`config.mk`:
```
export PLATFORM = sky130hd
export DESIGN_NAME = uart_rx_fifo_flat
export DESIGN_NICKNAME = d
export VERILOG_FILES = /design/src/rtl/uart_pkg.sv /design/src/rtl/uart_rx_fifo_if.sv /design/src/rtl/sync_fifo.sv /design/src/rtl/uart_rx_fifo.sv /design/src/flat_wrapper.sv
export SDC_FILE = /design/constraint.sdc
export NUM_CORES = 1
export LEC_CHECK = 0
export ABC_CLOCK_PERIOD_IN_PS = 15610
export BUFFER_PORTS_ARGS = -buffer_cell sky130_fd_sc_hd__buf_2
export CAP_MARGIN = 20
export CORE_MARGIN = 1
export CORE_UTILIZATION = 67
export DETAILED_ROUTE_END_ITERATION = 7
export PLACE_DENSITY = 0.86
export SETUP_SLACK_MARGIN = 0.05
export SLEW_MARGIN = 30
export SYNTH_ARGS = -nofsm -noshare
export SYNTH_HDL_FRONTEND = slang
export SYNTH_SLANG_ARGS = --single-unit
export TNS_END_PERCENT = 100
```
`constraint.sdc`:
```
create_clock -name i_Clock -period 15.61 [get_ports i_Clock]
set_clock_uncertainty 0.2 [all_clocks]
set_input_delay 2.3415 -clock i_Clock [delete_from_list [all_inputs] [get_ports i_Clock]]
set_output_delay 2.3415 -clock i_Clock [all_outputs]
set_load 0.005 [all_outputs]
```
`src/rtl/uart_pkg.sv`:
```
// Shared UART definitions: receiver FSM states, data-width select encoding,
// error-flag bit positions and the minimum supported divisor.
// No ports; imported by the UART RX/TX blocks.
package uart_pkg;

    typedef enum logic [2:0] {
        StIdle     = 3'd0,
        StStart    = 3'd1,
        StData     = 3'd2,
        StParity   = 3'd3,
        StStop1    = 3'd4,
        StStop2    = 3'd5,
        StWaitHigh = 3'd6
    } rx_state_e;

    typedef enum logic [1:0] {
        DataBits5 = 2'b00,
        DataBits6 = 2'b01,
        DataBits7 = 2'b10,
        DataBits8 = 2'b11
    } data_bits_e;

    localparam int unsigned ErrPar = 0;
    localparam int unsigned ErrFrm = 1;
    localparam int unsigned ErrBrk = 2;
    localparam int unsigned ErrW   = 3;
    localparam int unsigned ByteW  = 8;
    localparam int unsigned MinDiv = 4;

    // Index of the last data bit: 5 bits -> 4 ... 8 bits -> 7.
    function automatic logic [2:0] last_bit_idx(data_bits_e sel);
        return {1'b1, sel};
    endfunction

endpackage

```
`src/rtl/uart_rx_fifo_if.sv`:
```
// Bus-side receive FIFO interface of uart_rx_fifo.
//   slave  : the receiver (drives head data, flags, status)
//   master : the register block (drives i_Rd_En / i_Clr_Overrun)
interface uart_rx_fifo_if #(
    parameter int unsigned FIFO_DEPTH = 16
) ();
    localparam int unsigned CntW = $clog2(FIFO_DEPTH) + 1;

    logic            i_Rd_En;
    logic            i_Clr_Overrun;
    logic [7:0]      o_Rx_Byte;
    logic [2:0]      o_Rx_Err;
    logic            o_Empty;
    logic            o_Full;
    logic [CntW-1:0] o_Count;
    logic            o_Rx_DV;
    logic            o_Overrun;

    modport slave (
        input  i_Rd_En, i_Clr_Overrun,
        output o_Rx_Byte, o_Rx_Err, o_Empty, o_Full, o_Count, o_Rx_DV, o_Overrun
    );

    modport master (
        output i_Rd_En, i_Clr_Overrun,
        input  o_Rx_Byte, o_Rx_Err, o_Empty, o_Full, o_Count, o_Rx_DV, o_Overrun
    );
endinterface

```
`src/rtl/sync_fifo.sv`:
```
// Show-ahead synchronous FIFO.
//   push_i/wdata_i : write; accepted when not full, or when full with pop_i
//   pop_i          : drop the head; ignored when empty
//   rdata_o        : head entry (valid while !empty_o)
//   full_o/empty_o/count_o : occupancy status
// Storage is not reset; only pointers and count are.
module sync_fifo #(
    parameter int unsigned WIDTH = 11,
    parameter int unsigned DEPTH = 16
) (
    input  logic                     i_Clock,
    input  logic                     rst,
    input  logic                     push_i,
    input  logic [WIDTH-1:0]         wdata_i,
    input  logic                     pop_i,
    output logic [WIDTH-1:0]         rdata_o,
    output logic                     full_o,
    output logic                     empty_o,
    output logic [$clog2(DEPTH):0]   count_o
);
    localparam int unsigned AW = $clog2(DEPTH);

    logic [WIDTH-1:0] mem_q [DEPTH];
    logic [AW-1:0]    wr_ptr_q, rd_ptr_q;
    logic [AW:0]      count_q;
    logic             push_ok, pop_ok;

    // A pop while full frees the slot the push lands in.
    assign push_ok = push_i && (!full_o || pop_i);
    assign pop_ok  = pop_i && !empty_o;

    always_ff @(posedge i_Clock or posedge rst) begin
        if (rst) begin
            wr_ptr_q <= '0;
            rd_ptr_q <= '0;
            count_q  <= '0;
        end else begin
            if (push_ok) wr_ptr_q <= wr_ptr_q + AW'(1);
            if (pop_ok)  rd_ptr_q <= rd_ptr_q + AW'(1);
            unique case ({push_ok, pop_ok})
                2'b10:   count_q <= count_q + (AW+1)'(1);
                2'b01:   count_q <= count_q - (AW+1)'(1);
                default: count_q <= count_q;
            endcase
        end
    end

    always_ff @(posedge i_Clock) begin
        if (push_ok) mem_q[wr_ptr_q] <= wdata_i;
    end

    assign rdata_o = mem_q[rd_ptr_q];
    assign full_o  = (count_q == (AW+1)'(DEPTH));
    assign empty_o = (count_q == '0);
    assign count_o = count_q;

endmodule

```
`src/rtl/uart_rx_fifo.sv`:
```
// Configurable UART receiver (5-8 data bits, none/even/odd parity, 1/2 stop
// bits, runtime divisor) feeding a show-ahead FIFO with per-frame error flags.
//   i_Clock, rst             : clock, async active-high reset
//   i_Rx_Serial              : asynchronous serial line (idle high)
//   i_Div, i_ld_Cfg, i_Data_Bits, i_Parity_En, i_Parity_Odd, i_Two_Stop :
//                              shadow configuration, loaded on i_ld_Cfg
//   rx_bus                   : FIFO read side and status (uart_rx_fifo_if.slave)
module uart_rx_fifo
    import uart_pkg::*;
#(
    parameter int unsigned FIFO_DEPTH = 16,
    parameter int unsigned DIV_W      = 32
) (
    input  logic             i_Clock,
    input  logic             rst,
    input  logic             i_Rx_Serial,
    input  logic [DIV_W-1:0] i_Div,
    input  logic             i_ld_Cfg,
    input  logic [1:0]       i_Data_Bits,
    input  logic             i_Parity_En,
    input  logic             i_Parity_Odd,
    input  logic             i_Two_Stop,
    uart_rx_fifo_if.slave    rx_bus
);
    localparam int unsigned CntW   = $clog2(FIFO_DEPTH) + 1;
    localparam int unsigned EntryW = ByteW + ErrW;

    logic             rx_meta_q, rx_sync_q;
    logic [DIV_W-1:0] sh_div_q, act_div_q;
    data_bits_e       sh_bits_q, act_bits_q;
    logic             sh_par_en_q, sh_par_odd_q, sh_two_stop_q;
    logic             act_par_en_q, act_par_odd_q, act_two_stop_q;
    rx_state_e        state_q, state_d;
    logic [DIV_W-1:0] cnt_q, cnt_d;
    logic [2:0]       bit_idx_q, bit_idx_d;
    logic [7:0]       data_q, data_d;
    logic             par_bit_q, par_bit_d, par_err_q, par_err_d, frm_q, frm_d;
    logic             rx_dv_q, overrun_q;
    logic             load_act, push, frm_now, at_end;
    logic [ErrW-1:0]  push_err;
    logic [EntryW-1:0] fifo_rdata;
    logic             fifo_full, fifo_empty;
    logic [CntW-1:0]  fifo_count;
    logic             wr_ok, overrun_set;

    assign at_end = (cnt_q == act_div_q - DIV_W'(1));

    always_comb begin
        state_d   = state_q;
        cnt_d     = cnt_q + DIV_W'(1);
        bit_idx_d = bit_idx_q;
        data_d    = data_q;
        par_bit_d = par_bit_q;
        par_err_d = par_err_q;
        frm_d     = frm_q;
        load_act  = 1'b0;
        push      = 1'b0;
        frm_now   = 1'b0;
        unique case (state_q)
            StIdle: begin
                cnt_d     = '0;
                bit_idx_d = '0;
                data_d    = '0;
                par_bit_d = 1'b0;
                par_err_d = 1'b0;
                frm_d     = 1'b0;
                if (!rx_sync_q) begin
                    state_d  = StStart;
                    load_act = 1'b1;
                end
            end
            StStart: begin
                if (cnt_q == (act_div_q >> 1)) begin
                    cnt_d   = '0;
                    state_d = rx_sync_q ? StIdle : StData;
                end
            end
            StData: begin
                if (at_end) begin
                    cnt_d             = '0;
                    data_d[bit_idx_q] = rx_sync_q;
                    bit_idx_d         = bit_idx_q + 3'd1;
                    if (bit_idx_q == last_bit_idx(act_bits_q)) begin
                        state_d = act_par_en_q ? StParity : StStop1;
                    end
                end
            end
            StParity: begin
                if (at_end) begin
                    cnt_d     = '0;
                    par_bit_d = rx_sync_q;
                    par_err_d = rx_sync_q ^ (^data_q) ^ act_par_odd_q;
                    state_d   = StStop1;
                end
            end
            StStop1: begin
                if (at_end) begin
                    cnt_d = '0;
                    if (act_two_stop_q) begin
                        frm_d   = ~rx_sync_q;
                        state_d = StStop2;
                    end else begin
                        frm_now = ~rx_sync_q;
                        push    = 1'b1;
                        state_d = StWaitHigh;
                    end
                end
            end
            StStop2: begin
                if (at_end) begin
                    cnt_d   = '0;
                    frm_now = frm_q | ~rx_sync_q;
                    push    = 1'b1;
                    state_d = StWaitHigh;
                end
            end
            StWaitHigh: begin
                // A held-low line (break) yields a single frame until it idles.
                cnt_d = '0;
                if (rx_sync_q) state_d = StIdle;
            end
            default: state_d = StIdle;
        endcase
    end

    always_comb begin
        push_err         = '0;
        push_err[ErrPar] = par_err_q;
        push_err[ErrFrm] = frm_now;
        push_err[ErrBrk] = frm_now && (data_q == '0) && !par_bit_q;
    end

    assign wr_ok       = push && (!fifo_full || rx_bus.i_Rd_En);
    assign overrun_set = push && fifo_full && !rx_bus.i_Rd_En;

    always_ff @(posedge i_Clock or posedge rst) begin
        if (rst) begin
            rx_meta_q      <= 1'b1;
            rx_sync_q      <= 1'b1;
            sh_div_q       <= DIV_W'(MinDiv);
            sh_bits_q      <= DataBits8;
            sh_par_en_q    <= 1'b0;
            sh_par_odd_q   <= 1'b0;
            sh_two_stop_q  <= 1'b0;
            act_div_q      <= DIV_W'(MinDiv);
            act_bits_q     <= DataBits8;
            act_par_en_q   <= 1'b0;
            act_par_odd_q  <= 1'b0;
            act_two_stop_q <= 1'b0;
            state_q        <= StIdle;
            cnt_q          <= '0;
            bit_idx_q      <= '0;
            data_q         <= '0;
            par_bit_q      <= 1'b0;
            par_err_q      <= 1'b0;
            frm_q          <= 1'b0;
            rx_dv_q        <= 1'b0;
            overrun_q      <= 1'b0;
        end else begin
            rx_meta_q <= i_Rx_Serial;
            rx_sync_q <= rx_meta_q;
            if (i_ld_Cfg) begin
                sh_div_q      <= (i_Div < DIV_W'(MinDiv)) ? DIV_W'(MinDiv) : i_Div;
                sh_bits_q     <= data_bits_e'(i_Data_Bits);
                sh_par_en_q   <= i_Parity_En;
                sh_par_odd_q  <= i_Parity_Odd;
                sh_two_stop_q <= i_Two_Stop;
            end
            // Freeze the format for the whole frame at start detection.
            if (load_act) begin
                act_div_q      <= sh_div_q;
                act_bits_q     <= sh_bits_q;
                act_par_en_q   <= sh_par_en_q;
                act_par_odd_q  <= sh_par_odd_q;
                act_two_stop_q <= sh_two_stop_q;
            end
            state_q   <= state_d;
            cnt_q     <= cnt_d;
            bit_idx_q <= bit_idx_d;
            data_q    <= data_d;
            par_bit_q <= par_bit_d;
            par_err_q <= par_err_d;
            frm_q     <= frm_d;
            rx_dv_q   <= wr_ok;
            // Set wins over a simultaneous clear.
            if (overrun_set)                 overrun_q <= 1'b1;
            else if (rx_bus.i_Clr_Overrun)   overrun_q <= 1'b0;
        end
    end

    sync_fifo #(
        .WIDTH (EntryW),
        .DEPTH (FIFO_DEPTH)
    ) u_fifo (
        .i_Clock (i_Clock),
        .rst     (rst),
        .push_i  (push),
        .wdata_i ({data_q, push_err}),
        .pop_i   (rx_bus.i_Rd_En),
        .rdata_o (fifo_rdata),
        .full_o  (fifo_full),
        .empty_o (fifo_empty),
        .count_o (fifo_count)
    );

    // Head is forced to zero when empty so unreset storage never shows.
    assign rx_bus.o_Rx_Byte = fifo_empty ? '0 : fifo_rdata[EntryW-1:ErrW];
    assign rx_bus.o_Rx_Err  = fifo_empty ? '0 : fifo_rdata[ErrW-1:0];
    assign rx_bus.o_Empty   = fifo_empty;
    assign rx_bus.o_Full    = fifo_full;
    assign rx_bus.o_Count   = fifo_count;
    assign rx_bus.o_Rx_DV   = rx_dv_q;
    assign rx_bus.o_Overrun = overrun_q;

endmodule

```
`src/flat_wrapper.sv`:
```
// flat-port wrapper written by rule: the top's interface ports become plain ports
module uart_rx_fifo_flat import uart_pkg::*;
#(
    parameter int unsigned FIFO_DEPTH = 16,
    parameter int unsigned DIV_W      = 32
)
  (i_Clock, rst, i_Rx_Serial, i_Div, i_ld_Cfg, i_Data_Bits, i_Parity_En, i_Parity_Odd, i_Two_Stop, rx_bus_i_Rd_En, rx_bus_i_Clr_Overrun, rx_bus_o_Rx_Byte, rx_bus_o_Rx_Err, rx_bus_o_Empty, rx_bus_o_Full, rx_bus_o_Count, rx_bus_o_Rx_DV, rx_bus_o_Overrun);
  uart_rx_fifo_if #(.FIFO_DEPTH(FIFO_DEPTH)) rx_bus_i ();
  input  logic i_Clock;
  input  logic rst;
  input  logic i_Rx_Serial;
  input  logic [DIV_W-1:0] i_Div;
  input  logic i_ld_Cfg;
  input  logic [1:0] i_Data_Bits;
  input  logic i_Parity_En;
  input  logic i_Parity_Odd;
  input  logic i_Two_Stop;
  input wire logic [$bits(rx_bus_i.i_Rd_En)-1:0] rx_bus_i_Rd_En;
  input wire logic [$bits(rx_bus_i.i_Clr_Overrun)-1:0] rx_bus_i_Clr_Overrun;
  output wire logic [$bits(rx_bus_i.o_Rx_Byte)-1:0] rx_bus_o_Rx_Byte;
  output wire logic [$bits(rx_bus_i.o_Rx_Err)-1:0] rx_bus_o_Rx_Err;
  output wire logic [$bits(rx_bus_i.o_Empty)-1:0] rx_bus_o_Empty;
  output wire logic [$bits(rx_bus_i.o_Full)-1:0] rx_bus_o_Full;
  output wire logic [$bits(rx_bus_i.o_Count)-1:0] rx_bus_o_Count;
  output wire logic [$bits(rx_bus_i.o_Rx_DV)-1:0] rx_bus_o_Rx_DV;
  output wire logic [$bits(rx_bus_i.o_Overrun)-1:0] rx_bus_o_Overrun;
  assign rx_bus_i.i_Rd_En = rx_bus_i_Rd_En;
  assign rx_bus_i.i_Clr_Overrun = rx_bus_i_Clr_Overrun;
  assign rx_bus_o_Rx_Byte = rx_bus_i.o_Rx_Byte;
  assign rx_bus_o_Rx_Err = rx_bus_i.o_Rx_Err;
  assign rx_bus_o_Empty = rx_bus_i.o_Empty;
  assign rx_bus_o_Full = rx_bus_i.o_Full;
  assign rx_bus_o_Count = rx_bus_i.o_Count;
  assign rx_bus_o_Rx_DV = rx_bus_i.o_Rx_DV;
  assign rx_bus_o_Overrun = rx_bus_i.o_Overrun;
  uart_rx_fifo #(.FIFO_DEPTH(FIFO_DEPTH), .DIV_W(DIV_W)) u_core (.i_Clock(i_Clock), .rst(rst), .i_Rx_Serial(i_Rx_Serial), .i_Div(i_Div), .i_ld_Cfg(i_ld_Cfg), .i_Data_Bits(i_Data_Bits), .i_Parity_En(i_Parity_En), .i_Parity_Odd(i_Parity_Odd), .i_Two_Stop(i_Two_Stop), .rx_bus(rx_bus_i));
endmodule
```
==> impl_metrics.json <==
{
  "first_iter_violations": 967,
  "grt_max_degree": 73,
  "yosysMostFrequentCell": "edfxtp_1",
  "syn_nets": 1147,
  "cts_sinks": 316,
  "ant_nets": 0,
  "fillCellCount": 1278,
  "crit_path_end_kind": "flip-flop",
  "core_sq_um": 21800,
  "syn_area_per_cell_sq_um": 13.7,
  "max_freq_ghz": 0.162,
  "dr_total_vias": 9617,
  "worst_pin_slew_ps": 893,
  "slew_violations": 0,
  "die_h_um": 151,
  "rsz0062_at_grt": "false",
  "crit_arrival_ps": 6370,
  "grt_usage": 0.333,
  "drcViolationCount": 0,
  "maxCapViolations": 0,
  "worst_ep_required_time_ps": 15820,
  "cts_tree": "built",
  "clock_latency_ps": 530,
  "hold_path_end": "u_core.rx_sync_q",
  "grt_pass1_wl_um": 54700,
  "cts-buffers-inserted": 34,
  "total_power_w": 0.00253,
  "p_per_area_nw_per_um2": 154,
  "hold_start": "u_core.rx_meta_q",
  "synth-edff-count": 176,
  "synth-seq-area-share": 0.593,
  "status": "finished, final reports clean",
  "synth_top_area_share": 0.356,
  "cts_root_buf": "clkbuf_16",
  "syn_area_sq_um": 14800,
  "worst_ir_drop_vdd_mv": 0.115,
  "io_buffers": 62,
  "holdPathStages": 0,
  "antenna_found_initial": 0,
  "rr_startpoint": "u_core.act_div_q[3]",
  "leakagePower_nw": 6.70,
  "cts_resized": 0,
  "fin_tns_setup_ps": 0,
  "ys_seq_elements": 316,
  "area_growth_pct": 11.0,
  "ys_top_cells_by_area": "edfxtp_1 36%, dfrtp_1 22%, mux4_2 8.4%, mux2_2 5.6%, xnor2_1 4.1%",
  "final_util": 0.757,
  "diodes": 0,
  "drt-pass1-iter-count": 5,
  "whs_ps": 168,
  "criticalPathCategory": "reg -> reg",
  "grt_pass1_vias": 9430,
  "ios": 63,
  "htreeDepth": 2,
  "routedWlPerCell_um": 25.6,
  "post_cts_buffers": 0,
  "gp_congestion": 0.916,
  "die_area_sq_um": 22700,
  "postCtsHoldBufs": 0,
  "synth_ff_type": "edfxtp_1",
  "pre_cts_ws_ps": 9670,
  "synth_cell_types": 63,
  "hold_class": "reg -> reg",
  "yosys.area.top_type": "edfxtp_1",
  "dp_hpwl_um": 22900,
  "die_w_um": 151,
  "synth_warnings": 0,
  "vias_per_cell": 6.73,
  "period_minus_slack_ps": 6160,
  "grt.overflow.total": 0,
  "row_count": 54,
  "worst_slack_ps": 9450,
  "layout.nets": 1183,
  "reg2reg_to": "u_core.u_fifo.count_o[4]",
  "drive_gt1_frac": 0.244,
  "ys_top_cells_by_count": "176 x edfxtp_1, 132 x dfrtp_1, 75 x nor2_1, 74 x mux2_2, 70 x xnor2_1",
  "wl_um": 36500,
  "start_kind": "flip-flop",
  "ys_async_sr_fraction": 0.443,
  "finalSetupViolCount": 0,
  "r2r_setup_slack_ps": 9450,
  "min_period_over_period": 0.395,
  "cp_max_fo": 25,
  "syn_inst": 1086,
  "rr_worst_depth": 18,
  "clk_pin_slew_ps": 60,
  "slew-limit-headroom": 0.405,
  "start_util": 0.682,
  "hold_viol_final": 0,
  "clk_path_buf_depth": 3
}
## where the power goes
part | internal (W) | switching, W
Clock | 0.000465 | 0.000345
Sequential | 0.000959 | 0.000198
Combinational | 0.000277 | 0.000288
Total | 0.00170 | 0.000831
## layout make-up
| cell class | count | area (sq um) | area share |
|---|---|---|---|
| Tap cell | 280 | 350 | 0.0213 |
| Multi-Input combinational cell | 668 | 5650 | 0.343 |
| Clock buffer | 42 | 932 | 0.0566 |
| Timing Repair Buffer | 72 | 413 | 0.0251 |
| Clock inverter | 20 | 194 | 0.0118 |
| Sequential cell | 316 | 8800 | 0.535 |
| Inverter | 30 | 118 | 0.00714 |
## state kept, by name (all words and copies together) (netlist names), 2 cells and up
signal	cells
u_core.cnt_q	32
u_core.u_fifo.count_o	5
u_core.state_q	3
u_core.bit_idx_q	3
u_core.sh_div_q	32
u_core.u_fifo.wr_ptr_q	4
u_core.data_q	8
u_core.u_fifo.rd_ptr_q	4
u_core.sh_bits_q	2
u_core.act_bits_q	2
u_core.act_div_q	32
u_core.u_fifo.mem_q	176
## layer usage
| metal | share of wire | vias to the layer above | wire, um | track usage |
|---|---|---|---|---|
| li1 | - | 4118 | - | - |
| met1 | 0.38 | 4764 | 13900 | 0.441 |
| met2 | 0.48 | 578 | 17600 | 0.541 |
| met3 | 0.091 | 157 | 3340 | 0.0630 |
| met4 | 0.047 | 0 | 1710 | 0.146 |
| met5 | 0 | - | 0 | 0 |
## cells in the final DEF, fill, tap and decap left out, drive strengths merged, types with 8 or more instances in the layout
| cell | synthesis | layout |
|---|---|---|
| nor2b | 19 | 19 |
| nand2 | 44 | 44 |
| o21ai | 22 | 22 |
| dfstp | 8 | 8 |
| nor2 | 75 | 75 |
| inv | 28 | 30 |
| buf | 19 | 72 |
| dfrtp | 132 | 132 |
| nor4 | 27 | 27 |
| xor2 | 45 | 45 |
| ha | 18 | 18 |
| xnor2 | 70 | 70 |
| mux2 | 79 | 79 |
| mux4 | 55 | 55 |
| nor3 | 15 | 15 |
| or4 | 8 | 8 |
| nand3 | 27 | 27 |
| a21oi | 21 | 21 |
| nand4 | 28 | 28 |
| and3 | 26 | 26 |
| clkbuf | 53 | 42 |
| edfxtp | 176 | 176 |
| clkinv | 2 | 17 |
## stage by stage
stage | instance area [sq um] | cells
floorplan | 14800 | 1086
global placement | 15300 | 1365
detailed placement | 15300 | 1366
CTS | 16400 | 1428
global route | 16500 | 1428
finish | 16500 | 1428
## how the worst max path moves through the flow
stage	from	end	depth (start not counted)
after global placement	u_core.act_div_q[3]	u_core.u_fifo.count_o[4]	18
after global routing	u_core.act_div_q[3]	u_core.u_fifo.count_o[4]	18
final	u_core.act_div_q[3]	u_core.u_fifo.count_o[4]	18
after CTS	u_core.act_div_q[3]	u_core.u_fifo.count_o[4]	18
after detailed placement	u_core.act_div_q[3]	u_core.u_fifo.count_o[4]	18
after floorplan	rst	u_core.act_div_q[0]	1
## worst max-delay path, cell delays in order (launching register included)
cell and delay [ps]:
dfrtp_1 480, or4_1 700, or4_1 740, or4_1 560, a21oi_1 180, nand4_2 170
nor4_4 310, buf_4 310, and2_1 570, inv_1 200, ha_1 390, xor2_1 210
ha_1 240, o21ai_0 170, a21oi_1 90, a21oi_1 170, xor2_1 150, nor2_1 60
xor2_1 140
## cells by family after synthesis
kind of cell	after synthesis	share of synthesized area
DFF	316	0.593
and+or+nand+nor	314	0.115
muxes	139	0.147
xor gates and xnor gates	115	0.0679
buffers and inverters	102	0.0278
AOI/OAI and AO/OA	82	0.0346
adders and majority gates	18	0.0152
No activity file was read; power rests on OpenSTA's default activity.
